`src/rtl/shift_dp_pkg.sv`:
```
// Shared types for the shift datapath: FSM state, decoded command and the command decoder.
// Build option SHIFT_DP_ARITH_EN (sign-fill on right shift) is handled in shift_dp_lr.
package shift_dp_pkg;

    typedef enum logic [1:0] {
        EMPTY   = 2'd0,
        READY   = 2'd1,
        SHIFTED = 2'd2,
        ERR     = 2'd3
    } state_t;

    typedef enum logic [1:0] {
        CMD_NONE  = 2'd0,
        CMD_LEFT  = 2'd1,
        CMD_RIGHT = 2'd2,
        CMD_BAD   = 2'd3
    } cmd_t;

    // left/right are only meaningful while shift_en is high.
    function automatic cmd_t decode_cmd(input logic shift_en, input logic left, input logic right);
        cmd_t c;
        c = CMD_NONE;
        if (shift_en) begin
            case ({left, right})
                2'b10:   c = CMD_LEFT;
                2'b01:   c = CMD_RIGHT;
                2'b11:   c = CMD_BAD;
                default: c = CMD_NONE;
            endcase
        end
        return c;
    endfunction

endpackage

```
`src/rtl/shift_pos_cnt.sv`:
```
// Saturating signed up/down counter tracking net shift distance; cleared on load.
module shift_pos_cnt #(
    parameter int W  = 8,
    parameter int PW = $clog2(W) + 2
) (
    input  logic                 clk,
    input  logic                 rst_n,
    input  logic                 clr,
    input  logic                 up,
    input  logic                 dn,
    output logic signed [PW-1:0] pos
);

    localparam logic signed [PW-1:0] POS_MAX = PW'(W);
    localparam logic signed [PW-1:0] POS_MIN = -POS_MAX;
    localparam logic signed [PW-1:0] ONE     = PW'(1);

    always_ff @(posedge clk) begin
        if (!rst_n) begin
            pos <= '0;
        end else if (clr) begin
            pos <= '0;
        end else if (up && (pos != POS_MAX)) begin
            pos <= pos + ONE;
        end else if (dn && (pos != POS_MIN)) begin
            pos <= pos - ONE;
        end
    end

endmodule

```
`src/rtl/shift_dp_lr.sv`:
```
// Bidirectional one-bit-per-cycle shift register with position tracking and sticky flags.
// Define SHIFT_DP_ARITH_EN for sign-fill on right shifts (ser_in then only feeds left shifts).
module shift_dp_lr
    import shift_dp_pkg::*;
#(
    parameter int W  = 8,
    parameter int PW = $clog2(W) + 2
) (
    input  logic                 clk,
    input  logic                 rst_n,
    input  logic                 load,
    input  logic [W-1:0]         load_data,
    input  logic                 shift_en,
    input  logic                 left,
    input  logic                 right,
    input  logic                 ser_in,
    output logic [W-1:0]         data_out,
    output logic signed [PW-1:0] pos,
    output logic                 lost,
    output logic                 cmd_err,
    output logic                 ready,
    output state_t               state
);

    cmd_t cmd;
    logic can_shift;
    logic do_left;
    logic do_right;
    logic right_fill;

    always_comb begin
        cmd       = decode_cmd(shift_en, left, right);
        can_shift = !load && ((state == READY) || (state == SHIFTED));
        do_left   = can_shift && (cmd == CMD_LEFT);
        do_right  = can_shift && (cmd == CMD_RIGHT);
    end

`ifdef SHIFT_DP_ARITH_EN
    assign right_fill = data_out[W-1];
`else
    assign right_fill = ser_in;
`endif

    assign ready = (state != EMPTY);

    // Load beats every command; EMPTY flags any shift attempt, ERR waits for a load.
    always_ff @(posedge clk) begin
        if (!rst_n) begin
            data_out <= '0;
            lost     <= 1'b0;
            cmd_err  <= 1'b0;
            state    <= EMPTY;
        end else if (load) begin
            data_out <= load_data;
            lost     <= 1'b0;
            cmd_err  <= 1'b0;
            state    <= READY;
        end else begin
            case (state)
                EMPTY: begin
                    if (shift_en) begin
                        cmd_err <= 1'b1;
                        state   <= ERR;
                    end
                end
                READY, SHIFTED: begin
                    case (cmd)
                        CMD_LEFT: begin
                            data_out <= {data_out[W-2:0], ser_in};
                            lost     <= lost | data_out[W-1];
                            state    <= SHIFTED;
                        end
                        CMD_RIGHT: begin
                            data_out <= {right_fill, data_out[W-1:1]};
                            lost     <= lost | data_out[0];
                            state    <= SHIFTED;
                        end
                        CMD_BAD: begin
                            cmd_err <= 1'b1;
                            state   <= ERR;
                        end
                        default: ;
                    endcase
                end
                ERR: ;
                default: state <= EMPTY;
            endcase
        end
    end

    shift_pos_cnt #(
        .W  (W),
        .PW (PW)
    ) u_pos_cnt (
        .clk   (clk),
        .rst_n (rst_n),
        .clr   (load),
        .up    (do_left),
        .dn    (do_right),
        .pos   (pos)
    );

endmodule

```
`config.mk`:
```
export PLATFORM = sky130hd
export DESIGN_NAME = shift_dp_lr
export DESIGN_NICKNAME = d
export VERILOG_FILES = /design/src/rtl/shift_dp_pkg.sv /design/src/rtl/shift_pos_cnt.sv /design/src/rtl/shift_dp_lr.sv
export SDC_FILE = /design/constraint.sdc
export NUM_CORES = 1
export LEC_CHECK = 0
export CAP_MARGIN = 20
export CELL_PAD_IN_SITES_DETAIL_PLACEMENT = 0
export CELL_PAD_IN_SITES_GLOBAL_PLACEMENT = 2
export CORE_AREA = 5 5 76 78
export CTS_CLUSTER_DIAMETER = 60
export DETAILED_ROUTE_END_ITERATION = 7
export DIE_AREA = 0 0 81 83
export GPL_TIMING_DRIVEN = 0
export PLACE_DENSITY = 0.7
export SYNTH_ARGS = -nofsm -noshare
export SYNTH_HDL_FRONTEND = slang
export SYNTH_SLANG_ARGS = --single-unit
```
`constraint.sdc`:
```
create_clock -name clk -period 2.5 [get_ports clk]
set_clock_uncertainty 0.05 [all_clocks]
set_input_delay 0.5 -clock clk [delete_from_list [all_inputs] [get_ports clk]]
set_output_delay 0.5 -clock clk [all_outputs]
set_load 0.02 [all_outputs]
```
# Word-level counts from Yosys, hierarchy flattened
# Index checks and enable logic that the tools add are counted.
# word_totals
ram_bits	0
reg_bits	17
in_bits	15
output_inout_bits	18
mem_count	0
word_cells	64
latch_bits	0
romBits	0
# classes
n_eq_ne	15
bitwise	3
add_sub_neg	2
muxes	15
order_cmp	0
div_mod_pow	0
n_reduce_logical	23
shifts	0
n_mul	0
# ops
cell	n
2-to-1 mux 8 bit	2
one-hot mux 8 bit (2 select lines)	1
equality test 2 bit, second input constant	5
2-to-1 mux 5 bit	2
nonzero test 2 bit	5
AND reduction 3 bit	3
one-hot mux 2 bit (2 select lines)	2
equality test 2 x 1 -> 1 bit, second input constant	3
inequality test 3 bit, second input constant	2
one-hot mux 2 bit (3 select lines)	1
nonzero test 3 bit	2
OR reduction 2 bit	3
adder 5 x 2 -> 5 bit, second input constant	1
logical AND 1 bit	5
inequality test 5 x 4 -> 1 bit, second input constant	1
inequality test 5 bit, second input constant	1
subtractor 5 x 2 -> 5 bit, second input constant	1
2-to-1 mux 2 bit	2
inequality test 2 bit, second input constant	2
inequality test 4 bit, second input constant	1
one-hot mux 1 bit (2 select lines)	2
AND reduction 2 bit	2
2-to-1 mux 1 bit	3
zero test 2 bit	1
4 further kinds	5

# Logic depth before layout (Yosys ltp)
# logic_depth
ltp_word	8
depth_mapped	12
ltp_nobuf	12

# Cells and area by module
# A second synthesis with hierarchy kept.
# hier_totals
cells_unflattened	117
area_unflattened_um2	1142.3
# by_module_without_submodules
module	cells_each	area_each_um2	instances	seq_area_each_um2
shift_dp_lr	71	743.2	1	240.2
shift_pos_cnt	46	399.1	1	100.1

# Worst setup path after synthesis
# No wires, ideal clock.
# synth_timing
path_type	reg-to-reg
startpoint	register state[0]
endpoint	register u_pos_cnt.pos[4]
path_stages_with_launch	11
setup_time_ns	0.071
slack_ns	-0.119
t_arrival_ns	2.498
period_less_slack_ns	2.619
t_required_ns	2.379
n_path_buf	0
cell_sequence	dfxtp_1 -> inv_1 -> ha_1 -> nand2_1 -> a211o_1 -> ha_1 -> nor2b_1 -> a221oi_1 -> xor2_1 -> or3_1 -> a21oi_1
# synth_via
elab_chain_len	6
word_cells_on_any_way	10
cone_classes	eq/ne: 2; mux: 1; reduce/logical: 7
# synth_rtl
element	line_no	rtl
start, declared	shift_dp_lr.sv:22	output state_t state
start signal, assigned	shift_dp_lr.sv:52	state <= EMPTY;
start signal, assigned	shift_dp_lr.sv:57	state <= READY;
start signal, assigned	shift_dp_lr.sv:63	state <= ERR;
equality test 2 x 1 -> 1 bit or equality test 2 bit (tied branches)	shift_dp_lr.sv:33	can_shift = !load && ((state == READY) || (state == SHIFTED));
logical OR 1 bit *	shift_dp_lr.sv:33	
logical AND 1 bit *	shift_dp_lr.sv:33	
logical AND 1 bit (on tied branches)	shift_dp_lr.sv:34, shift_dp_lr.sv:35	
logical AND 1 bit (on tied branches)	shift_pos_cnt.sv:23, shift_pos_cnt.sv:25	
2-to-1 mux 5 bit or nonzero test 2 bit (tied branches)	n/a	
end signal, assigned	shift_pos_cnt.sv:24	pos <= pos + ONE;
end signal, assigned	shift_pos_cnt.sv:26	pos <= pos - ONE;
end, declared	shift_pos_cnt.sv:11	output logic signed [PW-1:0] pos
# Mark *: on every way between the ends. The rest lies on a longest branch, timed or not.
# A chain may end at the register's enable or synchronous reset.

# Worst setup path after layout
# layout_timing
startpoint	input left
endpoint	register u_pos_cnt.pos[4]
# layout_via
elab_chain_len	7
word_cells_on_any_way	13
cone_classes	eq/ne: 5; mux: 3; reduce/logical: 5
# layout_rtl
element	line_no	rtl
start, declared	shift_dp_lr.sv:14	input logic left,
equality test 2 bit or equality test 2 x 1 -> 1 bit (tied branches)	shift_dp_pkg.sv:24	case ({left, right})
one-hot mux 2 bit (3 select lines) *	shift_dp_pkg.sv:24	
2-to-1 mux 2 bit *	shift_dp_pkg.sv:23	if (shift_en) begin
equality test 2 x 1 -> 1 bit or equality test 2 bit (tied branches)	shift_dp_lr.sv:34, shift_dp_lr.sv:35	
logical AND 1 bit (on tied branches)	shift_dp_lr.sv:34, shift_dp_lr.sv:35	
logical AND 1 bit (on tied branches)	shift_pos_cnt.sv:23, shift_pos_cnt.sv:25	
2-to-1 mux 5 bit or nonzero test 2 bit (tied branches)	n/a	
# Marked as above.

==> qor.yml <==
firstDrtPassIters: 4
ys_warn_count: 0
clk_latency_ns: 0.25
p_per_area_nw_per_um2: 436.1
nNetsFinal: 202
finalCritPeriodShare: 0.9466
path_clk_slew_ns: 0.07
wl_per_cell_microns: 12.69
dpl_cell_area_sq_um: 1535
vias: 1041
n_antenna_cell: 0
synth_top_area_frac: 0.3101
ys_ff_latch: 17
drv_slew: 0
cts.path.max_buffers: 2
cp-end-kind: "register"
tightest_slew_ns: 0.4815
relSlewSlack: 0.6790
cts_buffers: 3
worstPathRequired_ns: 2.63
hold_viol_final: 0
synth_area_leaders: "dfxtp_1 (31%), ha_1 (10%), mux2i_1 (9.1%), a21oi_1 (5.5%), nor2_1 (5.5%)"
drt_iter0_drc: 51
via_per_inst: 4.232
drt-total-wl_microns: 3122
start_kind: "input port"
tritoncts: "done"
ir_drop_mv: 0.1635
area_growth_pct: 54.16
syn_area_sq_um: 1097
fmax_mhz: 422.6
cp_max_fo: 5
grt_max_degree: 12
gp_congestion: 0.7941
finalSetupViolCount: 0
die_height_microns: 83
hold_path.class: "reg -> reg"
dp_hpwl_microns: 2349
antenna_left: 0
max_cap_viol_count: 0
antenna_found_initial: 0
fin_tns_setup_ns: 0
core_area_sq_um: 5010
synth.distinct_cells: 30
crit_type: "in -> reg"
holdWs_ns: 0.4349
critical_path_arrival_ns: 2.50
port_buffers: 32
grt_use_total: 0.09789
status: "completed"
rows: 26
route.detailed.drc: 0
postSynthCellCount: 133
p_leak_nw: 0.6281
ff_latch_area_sq_um: 344.1
drive_gt1_frac: 0.2273
grt_overflow: 0
synth.avg_cell_area_sq_um: 8.250
multi_input_area_sq_um: 774.5
grt_pass1_vias: 1138
syn_nets: 158
initial_core_util: 0.2190
yosysTopAreaCell: "dfxtp_1"
grt_pass1_wl_microns: 5382
rsz0062_at_grt: "no"
design_area_sq_um: 1692
dp.cells: 235
layout_commonest_cell: "clkdlybuf4s50_1"
ios: 33
die_w_microns: 81
period_needed_ns: 2.366
dieArea_sq_um: 6723
seq_area_frac_synth: 0.3101
instances_no_fill: 246
final_cell_mix: "clkdlybuf4s50_1 (28), nor2_1 (16), dfxtp_1 (14)"
root_buffer: "clkbuf_8"
htree_levels: 1
cts_num_sinks: 17
nFillCells: 548
==> what timing repair did <==
| action | 4_1_cts | 5_1_grt |
|---|---|---|
| gates resized for setup | 15 | 14 |
| pin swaps | 7 | 11 |
| buffers inserted | 6 | 2 |
| hold buffers | 0 | 0 |
| endpoints found under the setup margin | 11 | 1 |
| endpoints found under the hold margin | 0 | 0 |
==> kinds of logic (layout without fill, tap and decap cells) <==
group,Yosys count,in the layout,share of synthesized area
compound gates,29,29,0.1619
xor+xnor,4,4,0.03193
fa+ha+maj,10,10,0.1209
buf+inv,17,60,0.06727
flops,17,17,0.3102
mux,13,13,0.1243
simple gates,43,43,0.1836
==> layer usage <==
| layer | GRT usage | routed length (microns) | vias up |
|---|---|---|---|
| li1 | - | - | 527 |
| met1 | 0.1307 | 1425 | 483 |
| met2 | 0.1538 | 1439 | 29 |
| met3 | 0.02814 | 241 | 2 |
| met4 | 0.02304 | 17 | 0 |
| met5 | 0 | 0 | - |
==> registers in the layout, summed over array words and instances (netlist names) <==
register / flops
data_out: 8
state: 2
cmd_err: 1
u_pos_cnt.pos: 5
lost: 1
==> final timing paths <==
kind                  from               end  slack (ns)  cells after the start
setup / recovery      left  u_pos_cnt.pos[4]        0.13                     12
hold / removal    state[1]          state[1]        0.43                      2
setup reg to reg  state[1]  u_pos_cnt.pos[4]        0.13                     10
hold reg to reg   state[1]          state[1]        0.43                      2
==> critical path, stage by stage <==
cell             delay, ns
clkdlybuf4s15_1       0.18
nand2_2               0.06
inv_2                 0.07
ha_4                  0.12
nand2_2               0.05
a211o_4               0.34
buf_4                 0.16
ha_4                  0.16
a221oi_2              0.29
xor2_1                0.12
or3_1                 0.31
a21oi_1               0.13
==> Yosys cell counts <==
master     n
dfxtp_1   17
nor2_1    16
nand2_1   14
a21oi_1   12
inv_1     11
mux2i_1   10
and2_1     9
ha_1       9
o21ai_1    8
buf_2      2
clkbuf_1   2
mux2_2     2
o21ai_0    2
xnor2_1    2
xor2_1     2
a211o_1    1
a211oi_1   1
a211oi_4   1
a21boi_0   1
a221oi_1   1
a31oi_1    1
buf_6      1
fa_1       1
inv_2      1
mux2i_2    1
nand3_1    1
nor2b_1    1
nor4b_2    1
o31a_1     1
or3_1      1
==> power by group <==
part / leakage (nW) / total [W] / internal, W / switching [W]
clock network: 0.0228 / 0.000207 / 0.000113 / 0.0000939
registers: 0.140 / 0.000302 / 0.000287 / 0.0000156
logic: 0.466 / 0.000229 / 0.000116 / 0.000112
==> stage by stage <==
step                utilization  setup WS, ns  total power [W]
global placement         0.3064       -0.6956        0.0005153
detailed placement       0.3064       -0.7562        0.0005178
finish                   0.3377        0.1335        0.0007376
global route             0.3377       0.01094        0.0007904
CTS                      0.3302       0.01145        0.0007431
floorplan                     -      0.006128        0.0004318
==> cell type report <==
cell class / count / share of cell area
multi-input combinational: 99 / 0.4578
sequential: 17 / 0.2034
buffer: 4 / 0.01479
clock buffer: 4 / 0.02663
timing repair buffer: 40 / 0.2189
inverter: 12 / 0.02663
tap: 70 / 0.05178
No activity file was read; power rests on OpenSTA's default activity.
